**config.mk**
```make
export PLATFORM = sky130hd
export DESIGN_NAME = communication_selector_multi
export DESIGN_NICKNAME = d
export VERILOG_FILES = /design/src/rtl/communication_selector_multi.sv
export SDC_FILE = /design/constraint.sdc
export NUM_CORES = 1
export LEC_CHECK = 0
export ABC_AREA = 0
export BUFFER_PORTS_ARGS = -buffer_cell sky130_fd_sc_hd__buf_2
export CAP_MARGIN = 0
export CORE_MARGIN = 4
export CORE_UTILIZATION = 25
export DETAILED_ROUTE_END_ITERATION = 10
export HOLD_SLACK_MARGIN = 0.12
export SLEW_MARGIN = 0
export SYNTH_ARGS = -nofsm -noshare
export SYNTH_HDL_FRONTEND = slang
export SYNTH_SLANG_ARGS = --single-unit
```
**constraint.sdc**
```tcl
create_clock -name SysClk_ClkIn -period 3.2 [get_ports SysClk_ClkIn]
set_clock_uncertainty 0.1 [all_clocks]
set_input_delay 0.16 -clock SysClk_ClkIn [delete_from_list [all_inputs] [get_ports SysClk_ClkIn]]
set_output_delay 0.16 -clock SysClk_ClkIn [all_outputs]
set_load 0.01 [all_outputs]
```
**src/rtl/communication_selector_multi.sv**
```systemverilog
// rtl/communication_selector_multi.sv - per-channel sequenced UART/I2C pin selector
//
// Purpose: routes each of ChannelCount_Gen external pin pairs to either a UART or an
// I2C core. A mode change is sequenced per channel: drain the active protocol until
// it is idle (or a drain timeout expires), tristate both pins for a guard period,
// then adopt the new mode. Channels are fully independent.
// Ports (every vector carries one bit per channel):
//   SysClk_ClkIn, SysRst_RstIn            clock, synchronous active-high reset
//   SelIn_DatIn                           asynchronous mode request (0 UART, 1 I2C)
//   TxScl_DatIn/DatOut, TxSclT_EnaOut     pin A input, output, tristate (1 = Z)
//   RxSda_DatIn/DatOut, RxSdaT_EnaOut     pin B input, output, tristate (1 = Z)
//   Irq_DatOut                            interrupt of the active core, 0 while guarding
//   UartTx/UartRx/UartIrq                 UART core side
//   I2cScl*/I2cSda*/I2cIrq_DatIn          I2C core side
//   ActiveMode_DatOut                     mode currently applied
//   Busy_DatOut                           channel is draining or guarding
//   Timeout_EvtOut                        one-cycle pulse when a drain was forced
module communication_selector_multi #(
  parameter int ChannelCount_Gen = 4,
  parameter int IdleCycles_Gen   = 16,
  parameter int GuardCycles_Gen  = 8,
  parameter int DrainTimeout_Gen = 100000
) (
  input  logic                        SysClk_ClkIn,
  input  logic                        SysRst_RstIn,
  input  logic [ChannelCount_Gen-1:0] SelIn_DatIn,
  input  logic [ChannelCount_Gen-1:0] TxScl_DatIn,
  output logic [ChannelCount_Gen-1:0] TxScl_DatOut,
  output logic [ChannelCount_Gen-1:0] TxSclT_EnaOut,
  input  logic [ChannelCount_Gen-1:0] RxSda_DatIn,
  output logic [ChannelCount_Gen-1:0] RxSda_DatOut,
  output logic [ChannelCount_Gen-1:0] RxSdaT_EnaOut,
  output logic [ChannelCount_Gen-1:0] Irq_DatOut,
  input  logic [ChannelCount_Gen-1:0] UartTx_DatIn,
  output logic [ChannelCount_Gen-1:0] UartRx_DatOut,
  input  logic [ChannelCount_Gen-1:0] UartIrq_DatIn,
  output logic [ChannelCount_Gen-1:0] I2cSclIn_DatOut,
  input  logic [ChannelCount_Gen-1:0] I2cSclOut_DatIn,
  input  logic [ChannelCount_Gen-1:0] I2cSclT_EnaIn,
  output logic [ChannelCount_Gen-1:0] I2cSdaIn_DatOut,
  input  logic [ChannelCount_Gen-1:0] I2cSdaOut_DatIn,
  input  logic [ChannelCount_Gen-1:0] I2cSdaT_EnaIn,
  input  logic [ChannelCount_Gen-1:0] I2cIrq_DatIn,
  output logic [ChannelCount_Gen-1:0] ActiveMode_DatOut,
  output logic [ChannelCount_Gen-1:0] Busy_DatOut,
  output logic [ChannelCount_Gen-1:0] Timeout_EvtOut
);

  localparam int IW = $clog2(IdleCycles_Gen + 1);
  localparam int TW = $clog2(DrainTimeout_Gen + 1);
  localparam int GW = $clog2(GuardCycles_Gen + 1);
  localparam logic [IW-1:0] IDLE_MAX   = IW'(IdleCycles_Gen);
  localparam logic [TW-1:0] DRAIN_MAX  = TW'(DrainTimeout_Gen);
  localparam logic [GW-1:0] GUARD_LAST = GW'(GuardCycles_Gen - 1);

  typedef enum logic [1:0] {
    ST_RUN   = 2'd0,
    ST_DRAIN = 2'd1,
    ST_GUARD = 2'd2
  } state_e;

  for (genvar g = 0; g < ChannelCount_Gen; g++) begin : g_ch
    state_e          state_q, state_d;
    logic            sel_meta_q, sel_meta_d;
    logic            sel_q, sel_d;
    logic            sel_prev_q, sel_prev_d;
    logic            active_q, active_d;
    logic            timeout_q, timeout_d;
    logic [IW-1:0]   idle_cnt_q, idle_cnt_d;
    logic [TW-1:0]   drain_cnt_q, drain_cnt_d;
    logic [GW-1:0]   guard_cnt_q, guard_cnt_d;
    logic [IW-1:0]   idle_inc;
    logic [TW-1:0]   drain_inc;
    logic            line_idle;
    logic            tx_o, tx_t, rx_o, rx_t, urx, scl_i, sda_i, irq_o;

    always_comb begin
      sel_meta_d  = SelIn_DatIn[g];
      sel_d       = sel_meta_q;
      sel_prev_d  = sel_q;
      state_d     = state_q;
      active_d    = active_q;
      timeout_d   = 1'b0;
      idle_cnt_d  = idle_cnt_q;
      drain_cnt_d = drain_cnt_q;
      guard_cnt_d = guard_cnt_q;
      // Idle is judged on the protocol currently applied, not the requested one.
      line_idle   = active_q ? (I2cSclT_EnaIn[g] & I2cSdaT_EnaIn[g]) : UartTx_DatIn[g];
      idle_inc    = (idle_cnt_q == IDLE_MAX) ? idle_cnt_q : idle_cnt_q + IW'(1);
      drain_inc   = (drain_cnt_q == DRAIN_MAX) ? drain_cnt_q : drain_cnt_q + TW'(1);
      case (state_q)
        ST_RUN: begin
          if (sel_q != active_q) begin
            state_d     = ST_DRAIN;
            idle_cnt_d  = '0;
            drain_cnt_d = '0;
          end
        end
        ST_DRAIN: begin
          idle_cnt_d  = line_idle ? idle_inc : '0;
          drain_cnt_d = drain_inc;
          // A withdrawn request wins over both exit conditions in the same cycle.
          if (sel_q == active_q) begin
            state_d = ST_RUN;
          end else if (line_idle && (idle_inc == IDLE_MAX)) begin
            state_d     = ST_GUARD;
            guard_cnt_d = '0;
          end else if (drain_inc == DRAIN_MAX) begin
            state_d     = ST_GUARD;
            guard_cnt_d = '0;
            timeout_d   = 1'b1;
          end
        end
        default: begin
          // Any movement of the request restarts the guard so the final mode
          // always gets a full quiet period in front of it.
          if (sel_q != sel_prev_q) begin
            guard_cnt_d = '0;
          end else if (guard_cnt_q == GUARD_LAST) begin
            state_d     = ST_RUN;
            active_d    = sel_q;
            guard_cnt_d = '0;
          end else begin
            guard_cnt_d = guard_cnt_q + GW'(1);
          end
        end
      endcase
    end

    always_ff @(posedge SysClk_ClkIn) begin
      if (SysRst_RstIn) begin
        state_q     <= ST_GUARD;
        sel_meta_q  <= 1'b0;
        sel_q       <= 1'b0;
        sel_prev_q  <= 1'b0;
        active_q    <= 1'b0;
        timeout_q   <= 1'b0;
        idle_cnt_q  <= '0;
        drain_cnt_q <= '0;
        guard_cnt_q <= '0;
      end else begin
        state_q     <= state_d;
        sel_meta_q  <= sel_meta_d;
        sel_q       <= sel_d;
        sel_prev_q  <= sel_prev_d;
        active_q    <= active_d;
        timeout_q   <= timeout_d;
        idle_cnt_q  <= idle_cnt_d;
        drain_cnt_q <= drain_cnt_d;
        guard_cnt_q <= guard_cnt_d;
      end
    end

    // Pin routing: RUN and DRAIN share the live routing; GUARD parks both pins in Z
    // and feeds idle levels to both cores.
    always_comb begin
      tx_o  = 1'b0;
      tx_t  = 1'b1;
      rx_o  = 1'b0;
      rx_t  = 1'b1;
      urx   = 1'b1;
      scl_i = 1'b1;
      sda_i = 1'b1;
      irq_o = 1'b0;
      if (state_q != ST_GUARD) begin
        if (active_q) begin
          tx_o  = I2cSclOut_DatIn[g];
          tx_t  = I2cSclT_EnaIn[g];
          rx_o  = I2cSdaOut_DatIn[g];
          rx_t  = I2cSdaT_EnaIn[g];
          scl_i = TxScl_DatIn[g];
          sda_i = RxSda_DatIn[g];
          irq_o = I2cIrq_DatIn[g];
        end else begin
          tx_o  = UartTx_DatIn[g];
          tx_t  = 1'b0;
          urx   = RxSda_DatIn[g];
          irq_o = UartIrq_DatIn[g];
        end
      end
    end

    assign TxScl_DatOut[g]      = tx_o;
    assign TxSclT_EnaOut[g]     = tx_t;
    assign RxSda_DatOut[g]      = rx_o;
    assign RxSdaT_EnaOut[g]     = rx_t;
    assign UartRx_DatOut[g]     = urx;
    assign I2cSclIn_DatOut[g]   = scl_i;
    assign I2cSdaIn_DatOut[g]   = sda_i;
    assign Irq_DatOut[g]        = irq_o;
    assign ActiveMode_DatOut[g] = active_q;
    assign Busy_DatOut[g]       = (state_q != ST_RUN);
    assign Timeout_EvtOut[g]    = timeout_q;
  end

endmodule

```
Word-level counts from Yosys, hierarchy flattened --
Cells that the tools add are included.
Operators by class: $lt $le $gt $ge 0, divide/modulo/power cells 0, reductions and logical operators 44, equal/unequal tests 60, $mul 0, add/sub/neg operators 12, multiplexer cells 152, shift-type cells 0, bitwise operators 20
Operators with widths (count):
- $eq A17 B17 Y1 const B | 8
- $mux W17 | 8
- $pmux W17 S2 | 4
- $mux W4 | 20
- $mux W1 | 72
- $add A17 B1 Y17 const B | 4
- $mux W5 | 12
- $mux W2 | 24
- $eq A5 B5 Y1 const B | 8
- $pmux W5 S2 | 4
- $pmux W4 S2 | 4
- $ne A2 B2 Y1 const B | 12
- $reduce_and A3 Y1 | 8
- $add A5 B1 Y5 const B | 4
- $add A4 B1 Y4 const B | 4
- $eq A4 B3 Y1 const B | 4
- $ne A4 B4 Y1 const B | 4
- $not A1 Y1 | 16
- $pmux W2 S2 | 4
- $reduce_and A4 Y1 | 4
- $reduce_bool A2 Y1 | 8
- $reduce_or A4 Y1 | 4
- $ne A3 B1 Y1 const B | 4
- $ne A3 B3 Y1 const B | 4
- other kinds (9) | 40
Word-level totals: register bits after elaboration 132, memory bits (writable) 0, bits of input ports 42, memories kept 0, latch bits 0, ROM bits 0

Logic depth before layout (Yosys ltp) --
Gate-level depths: netlist (run 1).
word-level depth 7, gate-level depth with buffers 9, depth with buffers taken out 9

Worst setup path after synthesis (run 1) --
No wires, ideal clock.
path kind reg-to-reg, from register g_ch[0].drain_cnt_q[6], to register g_ch[0].guard_cnt_q[1], cell stages (with the launch flop) 9, period minus slack after synthesis 2.623 ns, slack 0.577 ns, data required time 2.983 ns, setup time 0.117 ns, arrival 2.406 ns, cells stage by stage dfxtp_1 buf_6 or4b_4 nor4_4 and3_1 o22ai_1 or3_4 o31a_1 a32o_1
Between the ends: word-level cells in the longest chain between the ends 5, elaborated cells on any way between the ends 6
Ends and longest elaborated chain:
- start, declared | line 70 | logic [TW-1:0] drain_cnt_q, drain_cnt_d;
- start signal, assigned | line 149 | drain_cnt_q <= drain_cnt_d;
- $add A17 B1 Y17 or $eq A17 B17 Y1 (tied branches) | line 90 | drain_inc = (drain_cnt_q == DRAIN_MAX) ? drain_cnt_q : drain_cnt_q + TW'(1);
- $mux W17 (*) | line 90
- $eq A17 B17 Y1 (*) | line 108 | end else if (drain_inc == DRAIN_MAX) begin
- $ne A3 B3 Y1 (no line) (*)
- $reduce_and A3 Y1 (no line) (*)
- end signal, assigned | line 150 | guard_cnt_q <= guard_cnt_d;
- end, declared | line 71 | logic [GW-1:0] guard_cnt_q, guard_cnt_d;
Every way passes the cells marked *; elsewhere a longest branch is shown, timed or not. A chain may end at the register's enable or synchronous reset.

Final worst setup path (run 1) --
from register g_ch[1].drain_cnt_q[9], to register g_ch[1].guard_cnt_q[1]
Between the ends: word-level cells in the longest chain between the ends 5, elaborated cells on any way between the ends 6
Ends and longest elaborated chain (line):
- start, declared | 70
- start signal, assigned | 149
- $add A17 B1 Y17 or $eq A17 B17 Y1 (tied branches) | 90
- $mux W17 (*) | 90
- $eq A17 B17 Y1 (*) | 108
- $ne A3 B3 Y1 (no line) (*)
- $reduce_and A3 Y1 (no line) (*)
- end signal, assigned | 150
- end, declared | 71
Marks and branches as above.

==> flow_summary_export.csv, run 1 <==
group,metric,value,unit
logic_synthesis,synth_area_per_cell,7.44,µm²
logic_synthesis,synth_seq_cells,132,
final_layout,drive_above_1_share,13.6,%
hold_path,min_path_cells,2,
setup_path,worst-path-max-fanout,10,
power_and_ir_drop,ir_drop,0.330,mV
sta,drv_slew,0,
sta,worst_slack,0.341,ns
sta,rsz0062_at_grt,"no",
logic_synthesis,yosys_warnings,0,
die,io-pin-count,86,
power_and_ir_drop,leakage,3.34,nW
outcome,outcome,"completed",
setup_path,cp.required,3.47,ns
sta,fin_setup_tns,0,ns
setup_path,r2r_cells,7,
die,coreArea,33900,µm²
drt,first_pass_iters,5,
sta,worst_pin_slew,0.846,ns
drt,wl_per_cell,13.1,µm
clock_network,cts_num_sinks,132,
placement,io_buffers,85,
logic_synthesis,synthTopCellsByArea,"dfxtp_1 (31%), nor2_1 (6.7%), a21oi_1 (4.6%)",
hold_path,holdPathEnd,"g_ch[0].idle_cnt_q[4]",
logic_synthesis,synth_seq_area_share,30.5,%
die,die_area,37700,µm²
clock_network,tritoncts,"built",
hold_path,holdCritStartpoint,"SysRst_RstIn",
logic_synthesis,yosysTopAreaCellShare,30.5,%
die,die_w,194,µm
power_and_ir_drop,powerDensity,409,nW/µm²
final_layout,final_nets,1241,
die,initial_core_util,25.6,%
logic_synthesis,yosysUniqueCellTypes,64,
drt,ant_nets,0,
sta,post-route-period-util,89.3,%
clock_network,clk_latency,0.43,ns
setup_path,cp_data_arrival_time,3.12,ns
global_route,antenna_found_initial,0,
drt,drt_wl_total,21400,µm
logic_synthesis,synth.net_count,1226,
clock_network,cts-root-buf,"clkbuf_16",
setup_path,cp-start-kind,"register",
global_route,grt_overflow,0,
drt,drc,0,
sta,relSlewSlack,43.6,%
global_route,grt_max_degree,66,
logic_synthesis,yosys.area.top_type,"dfxtp_1",
hold_path,hp-class,"in2reg",
logic_synthesis,netlist_instances,1164,
drt,drt-vias-per-instance,5.06,
placement,place_ws,0.383,ns
sta,fin_crit,2.86,ns
sta,max_freq,350,MHz
logic_synthesis,synth_common_cells,"nor2_1 (154), dfxtp_1 (132), nand2_1 (89), a21oi_1 (80), clkbuf_1 (63)",
clock_network,clk_pin_slew_worst_paths,0.06,ns
placement,gp_congestion,0.864,
die,die_h,194,µm
clock_network,cts_hold_buf,4,
setup_path,r2r_end,"g_ch[1].guard_cnt_q[1]",
setup_path,ff2ff_setup_slack,0.34,ns
drt,drt_iter0_drc,470,
clock_network,clock_path_buffers,2,
sta,hold_viol,0,
global_route,grt_pass1_vias,7681,
setup_path,path_class,"reg2reg",
logic_synthesis,synth.most_common_cell,"nor2_1",
logic_synthesis,async_flop_share,0,%
logic_synthesis,synth_ff_type,"dfxtp_1",
final_layout,num_antenna_cells,0,
clock_network,cts_setup_buffers,0,
global_route,grt_usage,11.2,%
placement,dp_hpwl,14800,µm
logic_synthesis,syn_area,8660,µm²
logic_synthesis,synth-edff-count,0,
clock_network,cts-resized-gates,0,
setup_path,worstSetupEndpointType,"register",
setup_path,worst_r2r_startpoint,"g_ch[1].drain_cnt_q[9]",
drt,via_count,8294,
job,max-cap-violations,0,
global_route,grt_pass1_wl,36800,µm
final_layout,area_growth,14.1,%
clock_network,cts_buffers,17,
die,rows,67,
setup_path,startpoint,"g_ch[1].drain_cnt_q[9]",
clock_network,cts_htree_levels,4,
power_and_ir_drop,power,4.04,mW
sta,setup_viol,0,
final cells by class:
cell class,count,area [µm²]
sequential,132,2640
inverter,31,116
clock inverter,13,219
timing repair buffer,104,581
tap,448,561
clock buffer,19,433
fill,3665,24000
multi-input combinational,893,5340
sequential cells by signal (all words and copies together) (netlist names):
signal            count
g_ch.guard_cnt_q     16
g_ch.active_q         4
g_ch.sel_prev_q       4
g_ch.drain_cnt_q     68
g_ch.sel_prev_d       4
g_ch.idle_cnt_q      20
g_ch.state_q          8
g_ch.sel_d            4
g_ch.timeout_q        4
stage by stage:
step                std cells  hold slack, ns  utilization, %  cell area (µm²)
detailed placement       1604           0.278            27.2             9200
finish                   1640           0.172            29.2             9890
CTS                      1640           0.157            29.2             9890
global route             1640           0.201            29.2             9890
floorplan                1164           0.188               -             8660
global placement         1604           0.273            27.2             9200
cells in the final DEF, fill, tap and decap left out, types with 5 or more instances in the layout:
cell,n
a21oi_1,80
and4_1,8
buf_4,16
o21ai_0,59
nor2b_1,33
nor3_1,30
inv_1,31
or3_1,11
or2_2,21
and3_1,25
o41ai_1,5
dfxtp_1,132
a311oi_1,25
xnor2_1,15
bufinv_16,5
nand4b_1,13
a21o_1,5
a211oi_1,12
and2_1,8
or3b_2,6
ha_1,20
nand3b_1,11
or4_1,6
nand2_1,89
clkbuf_16,17
nand2b_1,28
nor4_1,20
nor2_1,154
nand4_1,21
a31oi_1,16
mux2i_1,15
a22oi_1,24
nand3_1,54
xor2_1,20
buf_2,84
metal layers:
metal	global-route usage (%)	up-vias	wire length (µm)
met2	18.5	183	9980
met1	14.5	3887	10200
met5	0	-	0
met3	2.71	20	1000
li1	-	4204	-
met4	3.20	0	221
cells by family after synthesis:
kind of cell	synth area share, %
and+or+nand+nor	33.8
buffers and inverters	7.90
xor gates and xnor gates	3.54
muxes	1.73
DFF	30.5
adders and majority gates	2.89
AOI/OAI and AO/OA	19.6
worst max-delay path by stage:
stage / endpoint / slack [ns] / cells after the start
global route: g_ch[1].guard_cnt_q[3] / 0.07 / 7
detailed placement: g_ch[1].guard_cnt_q[1] / 0.38 / 7
global placement: g_ch[1].guard_cnt_q[1] / 0.48 / 7
CTS: g_ch[1].guard_cnt_q[1] / 0.35 / 7
finish: g_ch[1].guard_cnt_q[1] / 0.34 / 7
floorplan: g_ch[0].guard_cnt_q[1] / 0.58 / 8
worst max-delay path, stage by stage, from the launching register on:
cell	delay (ns)
dfxtp_1	0.49
nand2_1	0.13
or4b_1	0.56
nor4_1	0.34
mux2i_1	0.27
nor4_1	0.08
nor4_1	0.63
a32o_1	0.20
where the power goes:
part	internal, mW	switching [mW]	total [mW]
sequential	1.67	0.0275	1.70
clock	1.40	0.802	2.20
combinational	0.0665	0.0735	0.140
Note: power is estimated with default switching activity, not from simulation.
==> run 2: changes to the inputs <==
- CORE_UTILIZATION: 25 -> 40
==> run 2 against run 1 <==
Utilization rose by 17 points. Routed wire length down 5.1%. Worst hold slack gained 0.0068 ns. First-iteration DRC count is 12% higher. Critical path type unchanged. Critical endpoint is now g_ch[2].guard_cnt_q[3]. Largest power group unchanged.
==> flow_summary_export.csv, run 2 (synthesized netlist as in run 1, its figures left out) <==
group,metric,value,unit
outcome,outcome,"completed",
power_and_ir_drop,powerDensity,424,nW/µm²
setup_path,ff2ff_setup_slack,0.42,ns
power_and_ir_drop,leakage,3.38,nW
sta,fin_crit,2.78,ns
clock_network,clock_path_buffers,2,
drt,drt_iter0_drc,525,
final_layout,reg_top3,"g_ch.drain_cnt_q x68, g_ch.idle_cnt_q x20, g_ch.guard_cnt_q x16",
sta,max_freq,359,MHz
final_layout,regMostFlops,"g_ch.drain_cnt_q",
placement,place_ws,0.440,ns
setup_path,worstSetupEndpointType,"register",
power_and_ir_drop,ir_drop,0.305,mV
final_layout,num_antenna_cells,0,
placement,gp_congestion,0.857,
setup_path,cp.required,3.41,ns
setup_path,cp-start-kind,"register",
final_layout,largest_register_ffs,68,
final_layout,final_cell_area,9740,µm²
setup_path,worst-path-max-fanout,7,
clock_network,cts-resized-gates,0,
setup_path,path_class,"reg2reg",
sta,relSlewSlack,45.0,%
sta,worst_pin_slew,0.826,ns
final_layout,final_common_cell,"nor2_1",
setup_path,cp_data_arrival_time,2.99,ns
drt,wl_per_cell,13.8,µm
sta,fin_setup_tns,0,ns
drt,drc,0,
global_route,grt_usage,16.8,%
drt,ant_nets,0,
clock_network,cts_setup_buffers,0,
final_layout,drive_above_1_share,13.8,%
global_route,antenna_found_initial,0,
die,die_area,24100,µm²
sta,drv_slew,0,
die,initial_core_util,41.0,%
clock_network,clk_latency,0.42,ns
sta,worst_slack,0.416,ns
sta,rsz0062_at_grt,"no",
final_layout,final_nets,1245,
die,die_w,155,µm
placement,place_area,9010,µm²
die,io-pin-count,86,
drt,drt_wl_total,20300,µm
job,max-cap-violations,0,
global_route,grt_pass1_vias,7411,
global_route,grt_overflow,0,
final_layout,area_growth,12.4,%
clock_network,cts_num_sinks,132,
global_route,grt_pass1_wl,34800,µm
die,rows,53,
clock_network,tritoncts,"built",
clock_network,cts-root-buf,"clkbuf_16",
clock_network,cts_htree_levels,4,
clock_network,cts_buffers,17,
final_layout,layout_common_cells,"nor2_1 (154), dfxtp_1 (132), nand2_1 (89)",
final_layout,final_util,46.0,%
die,die_h,155,µm
drt,via_count,8188,
sta,hold_viol,0,
hold_path,hp-class,"in2reg",
clock_network,clk_pin_slew_worst_paths,0.06,ns
placement,io_buffers,85,
drt,drt-vias-per-instance,5.57,
sta,setup_viol,0,
sta,post-route-period-util,87.0,%
global_route,grt_max_degree,68,
placement,dp_hpwl,14000,µm
drt,first_pass_iters,5,
die,coreArea,21200,µm²
-- run 2: cell count changes in the layout (fill, tap and decap cells not counted), sizes merged --
cell    delta
bufinv     +1
clkbuf     +5
buf        +4
clkinv     -1
inv        -5
-- run 2: report_power, final --
group / switching, mW / internal [mW]
logic: 0.0730 / 0.0669
clock network: 0.737 / 1.55
registers: 0.0296 / 1.67
total: 0.840 / 3.29
-- run 2: stage by stage --
step	std cells	power, mW	hold WS (ns)
global route	1471	4.27	0.213
detailed placement	1435	1.87	0.278
global placement	1435	1.87	0.269
floorplan	1164	1.82	0.188
CTS	1471	4.17	0.174
finish	1471	4.13	0.179
-- run 2: layout make-up --
type	instances	area, µm²
clock inverters	8	194
multi-input cells	893	5340
inverters	31	116
clock buffers	24	492
well taps	275	344
repair buffers	108	611
fillers	2064	11400
flip-flops and latches	132	2640
-- run 2: critical path, stage by stage, from the launching register on --
cell and delay (ns):
dfxtp_1 0.44, ha_1 0.31, and4_1 0.33, nor4bb_1 0.53
xnor2_1 0.16, a2111o_1 0.36, a211o_1 0.28, nand3_1 0.09
o21ai_0 0.08
-- run 2: what timing repair did --
action                                  in CTS  in global routing
hold endpoints to repair                     4                  0
endpoints found under the setup margin       0                  0
hold buffers                                 4                  0
-- run 2: final timing paths --
kind	start	cells past startpoint	endpoint
min reg2reg	g_ch[2].sel_d	1	g_ch[2].sel_prev_d
max	g_ch[2].drain_cnt_q[0]	8	g_ch[2].guard_cnt_q[3]
min	I2cSdaT_EnaIn[1]	5	g_ch[1].idle_cnt_q[4]
max reg2reg	g_ch[2].drain_cnt_q[0]	8	g_ch[2].guard_cnt_q[3]
-- run 2: routing by layer --
metal | track usage [%] | vias up | wire, µm
met5 | 0 | - | 0
li1 | - | 4214 | -
met1 | 22.2 | 3764 | 9900
met3 | 3.62 | 25 | 939
met4 | 5.85 | 0 | 330
met2 | 27.1 | 185 | 9150
==> run 3: changes to the inputs <==
- CELL_PAD_IN_SITES_DETAIL_PLACEMENT: unset -> 0
- CELL_PAD_IN_SITES_GLOBAL_PLACEMENT: unset -> 2
- CORE_UTILIZATION: 40 -> 35
- PLACE_DENSITY_LB_ADDON: unset -> 0.1
==> run 3 against run 2 <==
Sequential power hardly changed. Global-route usage is 0.052 points higher. Worst hold slack better by 0.014 ns. Worst setup slack worse by 0.014 ns. Critical path type unchanged. Via count is 0.28% higher. First-iteration DRC count is 5.0% higher. Routed wire length is 12% higher. Flip-flop and latch count stayed put. Cell count is 3.3% higher. Sequential share of layout area hardly changed. Largest cell class unchanged. Power is 3.6% lower. Register-to-register slack hardly changed.
==> flow_summary_export.csv, run 3 (synthesized netlist as in run 1, its figures left out) <==
group,metric,value,unit
outcome,outcome,"completed",
final_layout,regMostFlops,"g_ch.drain_cnt_q",
die,initial_core_util,35.6,%
global_route,grt_overflow,0,
sta,relSlewSlack,37.2,%
final_layout,num_antenna_cells,0,
setup_path,worst-path-max-fanout,7,
die,coreArea,24300,µm²
sta,post-route-period-util,87.4,%
sta,setup_viol,0,
clock_network,clk_latency,0.42,ns
final_layout,layout_common_cells,"nor2_1 (154), dfxtp_1 (132), nand2_1 (89)",
final_layout,final_common_cell,"nor2_1",
job,max-cap-violations,0,
drt,drt_wl_total,22800,µm
drt,drt_iter0_drc,551,
placement,io_buffers,85,
clock_network,cts_buffers,17,
hold_path,min_path_cells,5,
power_and_ir_drop,powerDensity,408,nW/µm²
sta,worst_pin_slew,0.942,ns
sta,hold_viol,0,
drt,via_count,8211,
drt,ant_nets,0,
final_layout,drive_above_1_share,13.8,%
setup_path,path_class,"reg2reg",
final_layout,reg_top3,"g_ch.drain_cnt_q x68, g_ch.idle_cnt_q x20, g_ch.guard_cnt_q x16",
power_and_ir_drop,power,3.98,mW
sta,fin_crit,2.80,ns
die,die_w,165,µm
global_route,antenna_found_initial,0,
final_layout,area_growth,12.5,%
placement,place_ws,0.428,ns
final_layout,n_fill_cell,2529,
sta,fin_setup_tns,0,ns
placement,dp_hpwl,15600,µm
setup_path,cp.required,3.40,ns
die,rows,57,
clock_network,clk_pin_slew_worst_paths,0.07,ns
clock_network,cts_setup_buffers,0,
setup_path,cp-start-kind,"register",
clock_network,cts-root-buf,"clkbuf_16",
drt,drc,0,
power_and_ir_drop,ir_drop,0.275,mV
die,io-pin-count,86,
global_route,grt_usage,16.8,%
setup_path,cp_data_arrival_time,3.00,ns
clock_network,cts-resized-gates,0,
hold_path,hp-class,"in2reg",
drt,first_pass_iters,5,
drt,wl_per_cell,15.0,µm
die,die_area,27300,µm²
drt,drt-vias-per-instance,5.41,
power_and_ir_drop,leakage,3.34,nW
global_route,grt_max_degree,84,
clock_network,cts_hold_buf,5,
clock_network,tritoncts,"built",
setup_path,r2r_cells,8,
sta,worst_slack,0.402,ns
sta,max_freq,357,MHz
final_layout,final_nets,1244,
sta,drv_slew,0,
placement,gp_congestion,0.785,
sta,rsz0062_at_grt,"no",
setup_path,worstSetupEndpointType,"register",
die,die_h,165,µm
clock_network,clock_path_buffers,2,
global_route,grt_pass1_vias,7604,
clock_network,cts_num_sinks,132,
final_layout,largest_register_ffs,68,
clock_network,cts_htree_levels,4,
global_route,grt_pass1_wl,38200,µm
[run 3: cell types whose count changed in the layout (fill, tap and decap cells not counted), sizes merged]
| cell | change |
|---|---|
| clkbuf | -6 |
| inv | +5 |
| clkinvlp | +3 |
| buf | -2 |
| bufinv | -2 |
| dlygate4sd3 | +1 |
[run 3: metrics by stage]
stage	cell area, µm²	util [%]	instances	hold WS (ns)
after floorplan	8660	-	1164	0.188
after global placement	9070	37.3	1482	0.270
after detailed placement	9070	37.3	1482	0.276
after CTS	9750	40.1	1519	0.189
after global routing	9750	40.1	1519	0.233
final	9750	40.1	1519	0.193
[run 3: area by class of cell]
type / count / area (µm²) / share of cell area (%)
tap: 324 / 405 / 4.16
sequential: 132 / 2640 / 27.1
inverter: 31 / 116 / 1.19
clock buffer: 18 / 429 / 4.40
multi-input combinational: 893 / 5340 / 54.7
timing repair buffer: 107 / 618 / 6.34
clock inverter: 14 / 200 / 2.05
[run 3: final timing paths]
path	start	to	slack, ns
worst max-delay path	g_ch[2].drain_cnt_q[0]	g_ch[2].guard_cnt_q[0]	0.40
worst min register to register	g_ch[1].sel_d	g_ch[1].sel_prev_d	0.34
worst min-delay path	I2cSclT_EnaIn[3]	g_ch[3].idle_cnt_q[4]	0.19
worst max register to register	g_ch[2].drain_cnt_q[0]	g_ch[2].guard_cnt_q[0]	0.40
[run 3: worst max-delay path: stages, from the launching register on]
cell	delay, ns
dfxtp_1	0.44
ha_1	0.31
and4_1	0.34
nor4bb_1	0.53
xnor2_1	0.15
a2111o_1	0.36
a211o_1	0.29
nand3_1	0.09
o21ai_0	0.07
[run 3: power by group]
part,internal (mW),switching (mW)
sequential,1.67,0.0288
clock,1.32,0.817
combinational,0.0682,0.0747
total,3.06,0.921
[run 3: layer usage]
layer / share of wire, % / track usage [%] / vias to the layer above / wire [µm]
met4: 0.79 / 3.79 / 0 / 180
li1: - / - / 4194 / -
met3: 3.7 / 2.85 / 13 / 850
met2: 45 / 27.2 / 151 / 10200
met1: 51 / 23.7 / 3853 / 11500
met5: 0 / 0 / - / 0
